File: config.mk
export PLATFORM = sky130hd
export DESIGN_NAME = wb_led_pwm_array
export DESIGN_NICKNAME = d
export VERILOG_FILES = /design/src/rtl/wb_led_pwm_array.sv
export SDC_FILE = /design/constraint.sdc
export NUM_CORES = 1
export LEC_CHECK = 0
export CAP_MARGIN = 20
export CORE_ASPECT_RATIO = 1.25
export CORE_MARGIN = 5
export CORE_UTILIZATION = 32
export CTS_CLUSTER_SIZE = 12
export DETAILED_ROUTE_END_ITERATION = 8
export GPL_TIMING_DRIVEN = 1
export SLEW_MARGIN = 40
export SYNTH_ARGS = -nofsm -noshare
export SYNTH_HDL_FRONTEND = slang
export SYNTH_SLANG_ARGS = --single-unit
File: constraint.sdc
create_clock -name clk_i -period 3 [get_ports clk_i]
set_input_delay 0.9 -clock clk_i [delete_from_list [all_inputs] [get_ports clk_i]]
set_output_delay 0.9 -clock clk_i [all_outputs]
set_load 0.05 [all_outputs]
File: src/rtl/wb_led_pwm_array.sv
// Wishbone-slave LED driver: NUM_LED dimmable channels sharing one prescaler and PWM counter,
// with per-channel duty registers shadowed at the PWM period boundary.
module wb_led_pwm_array #(
    parameter int NUM_LED  = 32,
    parameter int PWM_BITS = 8,
    parameter int PRESC_W  = 16
) (
    input  logic               clk_i,
    input  logic               rst_n_i,
    input  logic [31:0]        wb_adr_i,
    input  logic [31:0]        wb_dat_i,
    input  logic [3:0]         wb_sel_i,
    input  logic               wb_we_i,
    input  logic               wb_cyc_i,
    input  logic               wb_stb_i,
    output logic [31:0]        wb_dat_o,
    output logic               wb_ack_o,
    output logic [NUM_LED-1:0] led_pins
);

    typedef enum logic {
        ST_IDLE,
        ST_ACK
    } state_t;

    state_t state, state_nxt;

    logic [5:0]          adr_idx;
    logic                xfer;
    logic                wr_en;
    logic                duty_hit;
    logic                duty_wr;
    logic [31:0]         wmask;
    logic [31:0]         rdata;
    logic [31:0]         ctrl_wr;

    logic                ctrl_en;
    logic                ctrl_inv;
    logic [PRESC_W-1:0]  presc;
    logic [PRESC_W-1:0]  presc_cnt;
    logic [PWM_BITS-1:0] pwm_cnt;
    logic                pending;
    logic                tick;
    logic                boundary;
    logic [PWM_BITS-1:0] duty   [NUM_LED];
    logic [PWM_BITS-1:0] shadow [NUM_LED];
    logic [NUM_LED-1:0]  raw;

    logic                unused_adr;

    assign adr_idx    = wb_adr_i[7:2];
    assign unused_adr = ^{wb_adr_i[31:8], wb_adr_i[1:0]};
    assign xfer       = (state == ST_IDLE) && wb_cyc_i && wb_stb_i;
    assign wr_en      = xfer && wb_we_i;
    assign duty_wr    = wr_en && duty_hit;
    assign wmask      = {{8{wb_sel_i[3]}}, {8{wb_sel_i[2]}}, {8{wb_sel_i[1]}}, {8{wb_sel_i[0]}}};

    function automatic logic [31:0] merge(input logic [31:0] old_val, input logic [31:0] wd,
                                          input logic [31:0] m);
        return (old_val & ~m) | (wd & m);
    endfunction

    assign ctrl_wr = merge({30'd0, ctrl_inv, ctrl_en}, wb_dat_i, wmask);

    // Handshake FSM
    always_ff @(posedge clk_i or negedge rst_n_i) begin
        if (!rst_n_i) state <= ST_IDLE;
        else          state <= state_nxt;
    end

    always_comb begin
        state_nxt = state;
        wb_ack_o  = 1'b0;
        case (state)
            ST_IDLE: if (wb_cyc_i && wb_stb_i) state_nxt = ST_ACK;
            ST_ACK: begin
                wb_ack_o  = 1'b1;
                state_nxt = ST_IDLE;
            end
            default: state_nxt = ST_IDLE;
        endcase
    end

    // Address decode and read mux
    always_comb begin
        duty_hit = 1'b0;
        rdata    = '0;
        case (adr_idx)
            6'd0: rdata[1:0] = {ctrl_inv, ctrl_en};
            6'd1: rdata = 32'(presc);
            6'd2: begin
                rdata[PWM_BITS-1:0] = pwm_cnt;
                rdata[31]           = pending;
            end
            default: begin
                for (int unsigned i = 0; i < NUM_LED; i++) begin
                    if (adr_idx == 6'(16 + i)) begin
                        duty_hit = 1'b1;
                        rdata    = 32'(duty[i]);
                    end
                end
            end
        endcase
    end

    always_ff @(posedge clk_i or negedge rst_n_i) begin
        if (!rst_n_i)                 wb_dat_o <= '0;
        else if (xfer && !wb_we_i)    wb_dat_o <= rdata;
        else                          wb_dat_o <= '0;
    end

    // Register file writes, per byte lane
    always_ff @(posedge clk_i or negedge rst_n_i) begin
        if (!rst_n_i) begin
            ctrl_en  <= 1'b0;
            ctrl_inv <= 1'b0;
            presc    <= '0;
            for (int unsigned i = 0; i < NUM_LED; i++) duty[i] <= '0;
        end else if (wr_en) begin
            if (adr_idx == 6'd0) begin
                {ctrl_inv, ctrl_en} <= ctrl_wr[1:0];
            end
            if (adr_idx == 6'd1) begin
                presc <= PRESC_W'(merge(32'(presc), wb_dat_i, wmask));
            end
            for (int unsigned i = 0; i < NUM_LED; i++) begin
                if (adr_idx == 6'(16 + i)) duty[i] <= PWM_BITS'(merge(32'(duty[i]), wb_dat_i, wmask));
            end
        end
    end

    // >= rather than == so that lowering PRESC below presc_cnt wraps on the next clock
    assign tick     = ctrl_en && (presc_cnt >= presc);
    assign boundary = tick && (pwm_cnt == '1);

    always_ff @(posedge clk_i or negedge rst_n_i) begin
        if (!rst_n_i) begin
            presc_cnt <= '0;
            pwm_cnt   <= '0;
        end else if (!ctrl_en) begin
            presc_cnt <= '0;
            pwm_cnt   <= '0;
        end else if (tick) begin
            presc_cnt <= '0;
            pwm_cnt   <= pwm_cnt + 1'b1;
        end else begin
            presc_cnt <= presc_cnt + 1'b1;
        end
    end

    // Shadows load from the pre-edge DUTY values, so a coincident write waits for the next load
    always_ff @(posedge clk_i or negedge rst_n_i) begin
        if (!rst_n_i) begin
            pending <= 1'b0;
            for (int unsigned i = 0; i < NUM_LED; i++) shadow[i] <= '0;
        end else if (!ctrl_en || boundary) begin
            pending <= duty_wr;
            for (int unsigned i = 0; i < NUM_LED; i++) shadow[i] <= duty[i];
        end else if (duty_wr) begin
            pending <= 1'b1;
        end
    end

    always_comb begin
        for (int unsigned i = 0; i < NUM_LED; i++) begin
            raw[i] = (shadow[i] == '1) || (pwm_cnt < shadow[i]);
        end
    end

    always_ff @(posedge clk_i or negedge rst_n_i) begin
        if (!rst_n_i)     led_pins <= '0;
        else if (ctrl_en) led_pins <= raw ^ {NUM_LED{ctrl_inv}};
        else              led_pins <= '0;
    end

endmodule
Word-level counts from Yosys, hierarchy flattened
Index checks and enable logic that the tools add are counted.
Storage, ports and cells
  bits in registers: 620
  output and inout port bits: 65
  word-level logic and storage cells: 410
  input port bits: 73
Cells by class
  equality and inequality tests: 68
  add/subtract/negate cells: 2
  bitwise logic cells: 72
  mux-type cells: 80
  magnitude comparators: 33
  reductions and logical operators: 82
Operator list (count)
  two-way mux 32 bit: 33
  equality test 8 bit (second input constant): 33
  bitwise AND 8 bit: 32
  less-than comparator 8 bit: 32
  OR 8 bit: 32
  equality test 6 x 5 -> 1 bit (second input constant): 16
  equality test 6 bit (second input constant): 16
  AND reduction 2 bit: 34
  case mux 23 bit (2 select lines): 1
  two-way mux 1 bit: 37
  logical OR 1 bit: 33
  bitwise AND 16 bit: 2
  two-way mux 16 bit: 2
  bitwise XOR 32 bit: 1
  two-way mux 8 bit: 3
  case mux 6 bit (3 select lines): 1
  adder 16 x 1 -> 16 bit (second input constant): 1
  greater-or-equal comparator 16 bit: 1
  NOT 16 bit: 1
  OR 16 bit: 1
  adder 8 x 1 -> 8 bit (second input constant): 1
  logical AND 1 bit: 8
  equality test 6 x 1 -> 1 bit (second input constant): 1
  equality test 6 x 2 -> 1 bit (second input constant): 1
  11 further kinds: 14

Logic depth before layout (Yosys ltp)
Gate-level depths: netlist (run 1).
  depth after elaboration: 37
  gate-level depth with buffers: 11
  mapped depth without buffers: 9

Least setup slack after synthesis (run 1)
OpenSTA, ideal clock, no wires.
  path type: input-to-reg
  start: input wb_adr_i[5]
  end: register (tool-made name)
  setup time: 125 ps
  data arrival time: 2661 ps
  slack: 214 ps
  path buffers: 3
  cell stages on the path: 7
  path through: buf_2 > buf_2 > buf_2 > nor3_2 > nor3b_1 > nand3_1 > mux2_2
RTL lines
  start: declaration: RTL line 10  | input logic [31:0] wb_adr_i,

Worst setup path after layout (run 1)
  start: register presc_cnt[14]
  end: register shadow[63] (netlist name)
Between the ends
  cells in the longest elaborated chain, start to end: 4
RTL lines
  start: declaration: RTL line 40  | logic [PRESC_W-1:0] presc_cnt;
  start signal: assignment: RTL line 147  | presc_cnt <= presc_cnt + 1'b1;
  greater-or-equal comparator 16 bit: RTL line 133  | assign tick = ctrl_en && (presc_cnt >= presc);
  logical AND 1 bit: RTL line 133
  logical AND 1 bit: RTL line 134  | assign boundary = tick && (pwm_cnt == '1);
  logical OR 1 bit: RTL line 156  | end else if (!ctrl_en || boundary) begin
  end: declaration: RTL line 46  | logic [PWM_BITS-1:0] shadow [NUM_LED];
Every way passes these cells.
A chain may end at the register's enable or synchronous reset.

==> results of run 1 <==
[final cells by class]
class | count | area [um2] | area share, %
inverters | 255 | 957 | 2.40
well taps | 1330 | 1660 | 4.17
multi-input cells | 1840 | 16300 | 40.7
flip-flops and latches | 605 | 15100 | 37.9
clock inverters | 21 | 273 | 0.683
clock buffers | 101 | 2060 | 5.16
repair buffers | 373 | 3570 | 8.95
diodes | 1 | 2.50 | 0.00627
[metrics by stage]
stage               hold slack, ns  cells  setup slack, ns
finish                       0.128   4526           0.0426
detailed placement           0.492   4402           -0.563
global route                 0.113   4525          -0.0362
CTS                          0.106   4524           0.0558
global placement             0.483   4402           -0.565
floorplan                    0.438   2844            0.214
[worst paths after layout]
| check | start | to | slack [ns] | depth (start not counted) |
|---|---|---|---|---|
| max | presc_cnt[14] | shadow[63] | 0.04 | 8 |
| min | rst_n_i | asynchronous set/reset pin | 0.13 | 1 |
| max reg2reg | presc_cnt[14] | shadow[63] | 0.04 | 8 |
| min reg2reg | flop | wb_dat_o[11] | 0.50 | 1 |
| max in group asynchronous | rst_n_i | shadow[143] | 2.01 | 3 |
| min in group clk_i | flop | wb_dat_o[11] | 0.50 | 1 |
[layout by cell type, fill, tap and decap left out, types with 13 or more instances in the layout]
cell / synthesis / routed
a211oi_1: 51 / 49
a21o_1: 69 / 69
a21oi_1: 138 / 138
a31oi_1: 13 / 13
and2_1: 13 / 13
buf_12: 0 / 42
buf_4: 29 / 252
clkbuf_1: 65 / 14
clkbuf_16: 0 / 73
clkbuf_8: 0 / 15
clkdlybuf4s50_1: 0 / 74
conb_1: 1 / 15
dfrtp_1: 605 / 598
ha_1: 242 / 242
inv_1: 252 / 252
mux2_1: 131 / 120
mux2_2: 299 / 299
mux2_4: 100 / 111
mux2i_1: 59 / 59
nand2_1: 99 / 98
nand2b_1: 42 / 41
nand3_1: 30 / 30
nand4_1: 72 / 72
nor2_1: 91 / 91
nor2b_1: 41 / 41
nor3_1: 15 / 15
o2111ai_1: 35 / 35
o21ai_0: 80 / 79
o22ai_1: 47 / 47
xor2_1: 14 / 14
[metal layers]
metal  wire (um)  track usage [%]  vias up
li1            -                -    10867
met2       52800             33.6      652
met5           0                0        -
met1       44400             23.6    12316
met4        3140             5.52        0
met3        4540             2.20      206
[report_power, final]
| part | internal (mW) | leakage (nW) | switching [mW] |
|---|---|---|---|
| clock | 5.21 | 1.13 | 3.52 |
| sequential | 8.33 | 8.40 | 0.190 |
| combinational | 0.676 | 9.35 | 0.945 |
[kinds of logic after synthesis]
kind of cell / after synthesis
buffers and inverters: 399
AND/OR/NAND/NOR: 443
AO/OA/AOI/OAI: 521
XOR/XNOR: 21
flip-flops: 605
multiplexers: 598
other: 1
adder cells (fa/ha/maj): 242
[timing repair]
item | in CTS | in global routing
gates cloned | 0 | 1
setup endpoints to repair | 222 | 63
buffers inserted | 0 | 0
pin swaps | 2 | 2
resized for setup | 3 | 13
==> results.py, run 1 <==
metrics = {
    "global_routing": {
        "grt_pass1_wl_um": 158000,
        "grt_overflow": 0,
        "grt_usage_pct": 18.7,
        "antenna_found_initial": 0,
        "grt_pass1_vias": 24846,
        "grt_max_degree": 81,
    },
    "worst_setup_path": {
        "critPathArrivalTime_ns": 3.44,
        "crit_required_ns": 3.48,
        "worstPathMaxFanout": 34,
        "cp.buffers_inverters": 2,
        "crit_path_cell_trace": "ha_1 -> a211o_1 -> a2111oi_4 -> o22ai_4 -> a41oi_4 -> buf_12 -> buf_16 -> mux2_1",
        "cp-start-kind": "flop",
        "path_delay_family": "compound AO/OA/AOI/OAI gates",
        "cpPeakStageDelay_ns": 0.45,
        "crit_type": "flop to flop",
        "slowest_stage": "a2111oi_4",
        "endpoint_kind": "flop",
    },
    "synth": {
        "synthSimpleGateAreaFrac_pct": 7.00,
        "synth_area_mm2": 0.0331,
        "yosysWarnings": 0,
        "synthArstFlopShare_pct": 100,
        "synth_xor_area_share_pct": 0.556,
        "synth_top_cell_area_share_pct": 45.8,
        "synth_compound_area_share_pct": 10.5,
        "synthTopCellsByCount": "dfrtp_1, mux2_2, inv_1",
        "synth_top_family_by_area": "multiplexers",
        "synth-adder-area-share_pct": 9.16,
        "synth_area_leader_cell": "dfrtp_1",
        "yosysSeqAreaShare_pct": 45.8,
        "yosysMostFrequentCell": "dfrtp_1",
        "syn_inst": 2830,
        "synth_ff_type": "dfrtp_1",
        "avgSynthCellArea_um2": 11.7,
        "muxShareOfSynthArea_pct": 21.6,
        "synth.distinct_cells": 82,
        "synthTopCellsByArea": "dfrtp_1, mux2_2, ha_1",
        "ys_ff_latch": 605,
        "synth_edf_count": 0,
    },
    "finish": {
        "post-route-util_pct": 39.0,
        "nFillCells": 9920,
        "drive_gt1_share_pct": 26.7,
        "nets": 3459,
        "areaGrowthSynthToFinish_pct": 20.8,
        "fin_area_mm2": 0.0399,
    },
    "floorplan": {
        "fp.dieArea_mm2": 0.110,
        "rows": 131,
        "ioPinCount": 138,
        "die_h_um": 369,
        "coreArea_mm2": 0.102,
        "start_util_pct": 32.3,
        "die_width_um": 297,
    },
    "clock_tree": {
        "cts_tree": "built",
        "cts.htree.levels": 3,
        "insertion_delay_ns": 0.63,
        "clkSinkCount": 605,
        "cts_root_buf": "clkbuf_16",
        "cts_buffer_depth": 3,
        "ctsHoldBuffers": 0,
        "path_clk_slew_ns": 0.06,
        "cts-buffers-inserted": 69,
    },
    "sta": {
        "maxSlewHeadroom_pct": 51.4,
        "tns_ns": 0,
        "rsz0062_at_grt": "yes",
        "hold_viol": 0,
        "period_minus_slack_ns": 2.96,
        "drv_slew": 0,
        "setup_viol": 0,
        "worst_slew_pin_slew_ns": 0.730,
        "period_share_pct": 98.6,
        "clock.fmax_mhz": 338,
        "fin_skew_ns": 0.0360,
    },
    "placement": {
        "portBuffers": 78,
        "detailed_place_hpwl_um": 75100,
        "dpl_cell_area_mm2": 0.0375,
        "gp_congestion": 0.959,
    },
    "routing": {
        "first_pass_iters": 6,
        "drc": 0,
        "wl_per_cell_um": 23.2,
        "vias_per_cell": 5.31,
        "vias": 24041,
        "drtIter0Drc": 1789,
        "ant_nets": 0,
        "drt-total-wl_um": 105000,
    },
    "power_and_ir_drop": {
        "p_total_mw": 18.9,
        "vdd_drop_max_v": 0.000356,
        "p_leak_nw": 18.9,
        "power_density_mw_per_mm2": 473,
    },
    "job": {
        "cap_violations": 0,
    },
    "worst_hold_path": {
        "hold_path.class": "input port to asynchronous set/reset pin",
    },
    "status": {
        "outcome": "completed",
    },
}
(Power assumes the default switching activity.)
==> inputs of run 2 (changes only) <==
GPL_TIMING_DRIVEN = 0   (was 1)
==> results.py, run 2 (synthesized netlist as in run 1, its figures left out) <==
metrics = {
    "status": {
        "outcome": "finished, violations left",
        "violations": "setup timing",
    },
    "finish": {
        "nets": 3333,
        "drive_gt1_share_pct": 23.8,
        "nFillCells": 10010,
        "layout_common_cells": "dfrtp_1, mux2_2, inv_1, ha_1, a21oi_1",
        "final_cells": 4395,
        "regArea_mm2": 0.0152,
        "multi_input_area_mm2": 0.0165,
        "final_common_cell": "dfrtp_1",
        "areaGrowthSynthToFinish_pct": 17.7,
    },
    "sta": {
        "worst_slew_pin_slew_ns": 0.991,
        "clock.fmax_mhz": 296,
        "fin_skew_ns": 0.0222,
        "setup_viol": 152,
        "rsz0062_at_grt": "yes",
        "timing.final.ws_setup_ns": -0.379,
        "maxSlewHeadroom_pct": 33.8,
        "hold_viol": 0,
        "period_minus_slack_ns": 3.38,
        "period_share_pct": 113,
        "drv_slew": 0,
    },
    "floorplan": {
        "ioPinCount": 138,
        "die_width_um": 297,
        "fp.dieArea_mm2": 0.110,
        "rows": 131,
        "coreArea_mm2": 0.102,
        "start_util_pct": 32.3,
        "die_h_um": 369,
    },
    "routing": {
        "vias": 23897,
        "drt-total-wl_um": 112000,
        "first_pass_iters": 5,
        "drtIter0Drc": 2057,
        "wl_per_cell_um": 25.6,
        "vias_per_cell": 5.44,
        "drc": 0,
        "ant_nets": 0,
    },
    "worst_hold_path": {
        "hold_path.class": "input port to asynchronous set/reset pin",
    },
    "placement": {
        "portBuffers": 76,
        "dp.cells": 4263,
        "detailed_place_hpwl_um": 81500,
        "gp_congestion": 0.968,
    },
    "clock_tree": {
        "cts_buffer_depth": 3,
        "insertion_delay_ns": 0.63,
        "clkSinkCount": 605,
        "cts-buffers-inserted": 68,
        "ctsHoldBuffers": 0,
        "path_clk_slew_ns": 0.06,
        "cts_tree": "built",
        "cts_root_buf": "clkbuf_16",
        "cts.htree.levels": 3,
    },
    "worst_setup_path": {
        "crit_type": "input port to flop",
        "cp-start-kind": "input port",
        "worstPathMaxFanout": 8,
        "crit_required_ns": 3.50,
        "endpoint_kind": "flop",
        "critPathArrivalTime_ns": 3.88,
    },
    "global_routing": {
        "antenna_found_initial": 3,
        "grt_pass1_wl_um": 166000,
        "grt_pass1_vias": 24705,
        "grt_max_degree": 103,
        "grt_usage_pct": 19.9,
        "grt_overflow": 0,
    },
    "power_and_ir_drop": {
        "vdd_drop_max_v": 0.000426,
        "power_density_mw_per_mm2": 479,
        "p_total_mw": 18.6,
        "p_leak_nw": 18.1,
    },
    "job": {
        "cap_violations": 0,
    },
}
==> run 2: changes by cell type in the layout (fill, tap and decap cells not counted), moves of 12 or more <==
cell and delta:
buf_4 -211, clkbuf_1 +31, buf_12 -23, clkbuf_2 +21
buf_2 +16, buf_8 +13, clkbuf_4 +12
==> run 2: final timing paths <==
path	start	end	slack, ns	cells after the start
setup / recovery	wb_cyc_i	flop	-0.38	7
min in group clk_i	pending	pending	0.48	2
setup reg to reg	state	flop	-0.09	6
hold reg to reg	pending	pending	0.48	2
hold / removal	rst_n_i	wb_dat_o[8]	0.17	1
max in group asynchronous	rst_n_i	shadow[92]	0.74	5
==> run 2: repair_timing <==
item	4_1_cts	5_1_grt
gates resized for setup	113	66
gates cloned	1	3
buffers inserted	8	5
pin swaps	11	12
setup endpoints to repair	522	408
==> run 2: through the flow <==
stage / cell area, um2 / util [%] / setup TNS, ns / setup WS (ns) / hold slack, ns
2_1_floorplan: 33100 / - / 0 / 0.214 / 0.438
3_3_place_gp: 35500 / 34.7 / - / -26.79 / 0.458
3_5_place_dp: 35900 / 35.1 / -382.06 / -2.15 / 0.459
4_1_cts: 38600 / 37.7 / -17.85 / -0.191 / 0.190
5_1_grt: 38900 / 38.0 / -34.10 / -0.323 / 0.209
6_report: 38900 / 38.0 / -38.71 / -0.379 / 0.167
==> run 2: cell type report <==
type | count | area share, %
multi-input combinational | 1840 | 42.4
sequential | 605 | 39.0
clock buffer | 95 | 5.13
tap | 1330 | 4.28
timing repair buffer | 106 | 3.29
buffer | 142 | 2.85
inverter | 255 | 2.47
clock inverter | 18 | 0.582
antenna | 4 | 0.0257
==> run 2: worst max-delay path, stage by stage <==
cell	delay [ns]
clkdlybuf4s50_1	0.45
and3b_1	0.38
and2_1	0.25
nand2_1	0.21
nor2_2	0.82
nand2_1	0.47
mux2_2	0.40
==> run 2: layer usage <==
layer  wire, um  track usage (%)  up-vias
met5          0                0        -
met4       5120             8.33        0
met3       6390             2.82      269
met2      55100             34.6      858
met1      45800             25.0    12140
li1           -                -    10630
==> run 2: power by group <==
| part | leakage, nW | switching [mW] | internal [mW] |
|---|---|---|---|
| Clock | 1.10 | 3.50 | 4.98 |
| Sequential | 8.40 | 0.195 | 8.33 |
| Combinational | 8.62 | 1.01 | 0.599 |
| Total | 18.1 | 4.71 | 13.9 |
==> inputs of run 3 (changes only) <==
==> constraint.sdc (replaced) <==
create_clock -name clk_i -period 3 [get_ports clk_i]
set_input_delay 0.45 -clock clk_i [delete_from_list [all_inputs] [get_ports clk_i]]
set_output_delay 0.45 -clock clk_i [all_outputs]
set_load 0.05 [all_outputs]
==> results.py, run 3 (synthesized netlist as in run 1, its figures left out) <==
metrics = {
    "routing": {
        "drt-total-wl_um": 112000,
        "drc": 0,
        "wl_per_cell_um": 25.5,
        "drtIter0Drc": 1851,
        "vias_per_cell": 5.45,
        "first_pass_iters": 6,
        "vias": 23934,
        "ant_nets": 0,
    },
    "worst_setup_path": {
        "cpPeakStageDelay_ns": 0.56,
        "cp-start-kind": "input port",
        "crit_type": "input port to flop",
        "worstPathMaxFanout": 10,
        "slowest_stage": "clkdlybuf4s50_1",
        "critPathArrivalTime_ns": 3.50,
        "crit_required_ns": 3.45,
        "crit_path_cell_trace": "clkdlybuf4s50_1 -> buf_4 -> nor2b_2 -> nand2_1 -> o32a_1 -> a311oi_1 -> o211ai_1 -> a221oi_2",
        "endpoint_kind": "flop",
    },
    "clock_tree": {
        "cts_tree": "built",
        "path_clk_slew_ns": 0.06,
        "cts.htree.levels": 3,
        "clkSinkCount": 605,
        "insertion_delay_ns": 0.64,
        "cts_root_buf": "clkbuf_16",
        "cts_buffer_depth": 3,
        "cts-buffers-inserted": 68,
    },
    "finish": {
        "final_common_cell": "dfrtp_1",
        "nets": 3329,
        "fin_area_mm2": 0.0387,
        "layout_common_cells": "dfrtp_1, mux2_2, inv_1, ha_1, a21oi_1",
        "nFillCells": 10035,
        "drive_gt1_share_pct": 22.9,
        "areaGrowthSynthToFinish_pct": 17.1,
    },
    "sta": {
        "clock.fmax_mhz": 327,
        "setup_viol": 6,
        "tns_ns": -0.186,
        "worst_slew_pin_slew_ns": 0.921,
        "timing.final.ws_setup_ns": -0.0572,
        "drv_slew": 0,
        "period_minus_slack_ns": 3.06,
        "fin_skew_ns": 0.0247,
        "period_share_pct": 102,
        "hold_viol": 0,
        "rsz0062_at_grt": "yes",
        "maxSlewHeadroom_pct": 38.6,
    },
    "floorplan": {
        "rows": 131,
        "die_width_um": 297,
        "start_util_pct": 32.3,
        "fp.dieArea_mm2": 0.110,
        "die_h_um": 369,
        "coreArea_mm2": 0.102,
        "ioPinCount": 138,
    },
    "global_routing": {
        "grt_pass1_wl_um": 165000,
        "grt_overflow": 0,
        "antenna_found_initial": 6,
        "grt_max_degree": 103,
        "grt_usage_pct": 19.9,
        "grt_pass1_vias": 24652,
    },
    "power_and_ir_drop": {
        "vdd_drop_max_v": 0.000428,
        "p_total_mw": 18.6,
        "power_density_mw_per_mm2": 480,
        "p_leak_nw": 18.0,
    },
    "job": {
        "cap_violations": 0,
    },
    "placement": {
        "portBuffers": 76,
        "dpl_cell_area_mm2": 0.0359,
        "gp_congestion": 0.968,
        "detailed_place_hpwl_um": 81500,
    },
    "status": {
        "violations": "setup timing",
        "outcome": "finished, violations left",
    },
    "worst_hold_path": {
        "hold_path.class": "input port to asynchronous set/reset pin",
    },
}
## run 3: changes by cell type in the layout (fill, tap and decap cells not counted), sizes merged
cell / change
clkdlybuf4s50: +3
buf: -4
dlygate4sd3: +1
clkdlybuf4s15: +1
clkbuf: -5
## run 3: what timing repair did
| action | CTS | global route |
|---|---|---|
| hold endpoints to repair | 82 | 0 |
| endpoints found under the setup margin | 442 | 299 |
| pin swaps | 6 | 4 |
| gates resized for setup | 49 | 70 |
| hold buffers | 1 | 0 |
| setup buffers | 5 | 7 |
| gates cloned | 0 | 1 |
## run 3: cell type report
type / instances / area, um2 / area share [%]
clock inverter: 18 / 226 / 0.585
timing repair buffer: 103 / 1230 / 3.17
antenna: 4 / 10.0 / 0.0259
tap: 1330 / 1660 / 4.30
sequential: 605 / 15200 / 39.2
clock buffer: 95 / 2000 / 5.16
multi-input combinational: 1840 / 16400 / 42.3
buffer: 141 / 1070 / 2.77
inverter: 255 / 958 / 2.48
## run 3: critical path: cells and delay by family
kind | cells | cell delay [ns]
AND/OR/NAND/NOR | 2 | 0.61
AO/OA/AOI/OAI | 4 | 1.60
buffers and inverters | 2 | 0.83
## run 3: stage by stage
step           utilization, %  worst slack (ns)  cells  hold slack [ns]
6_report                 37.8           -0.0572   4391            0.339
5_1_grt                  37.8           -0.0273   4387            0.402
4_1_cts                  37.5           0.00681   4380            0.352
3_5_place_dp             35.1             -1.70   4263            0.407
3_3_place_gp             34.7            -26.34   4250            0.458
2_1_floorplan               -             0.323   2844            0.154
## run 3: power by group
| group | switching, mW | total [mW] | leakage [nW] | internal [mW] |
|---|---|---|---|---|
| Sequential | 0.195 | 8.53 | 8.40 | 8.33 |
| Clock | 3.50 | 8.49 | 1.10 | 4.98 |
| Combinational | 1.00 | 1.58 | 8.54 | 0.584 |
## run 3: path summary, 6_finish.rpt
path,start,endpoint,slack (ns),cells after the start
worst min-delay path,rst_n_i,wb_dat_o[8],0.34,2
max in group asynchronous,rst_n_i,shadow[77],0.55,6
worst max-delay path,wb_adr_i[4],wb_dat_o[1],-0.06,8
worst min register to register,pending,pending,0.48,2
worst max register to register,flop,shadow[183],0.10,11
min in group clk_i,wb_dat_i[8],flop,0.43,2
## run 3: layer usage
metal	global-route usage, %	wire (um)
met3	2.69	6470
met4	8.23	5170
met2	34.4	54800
met1	25.0	45600
met5	0	13
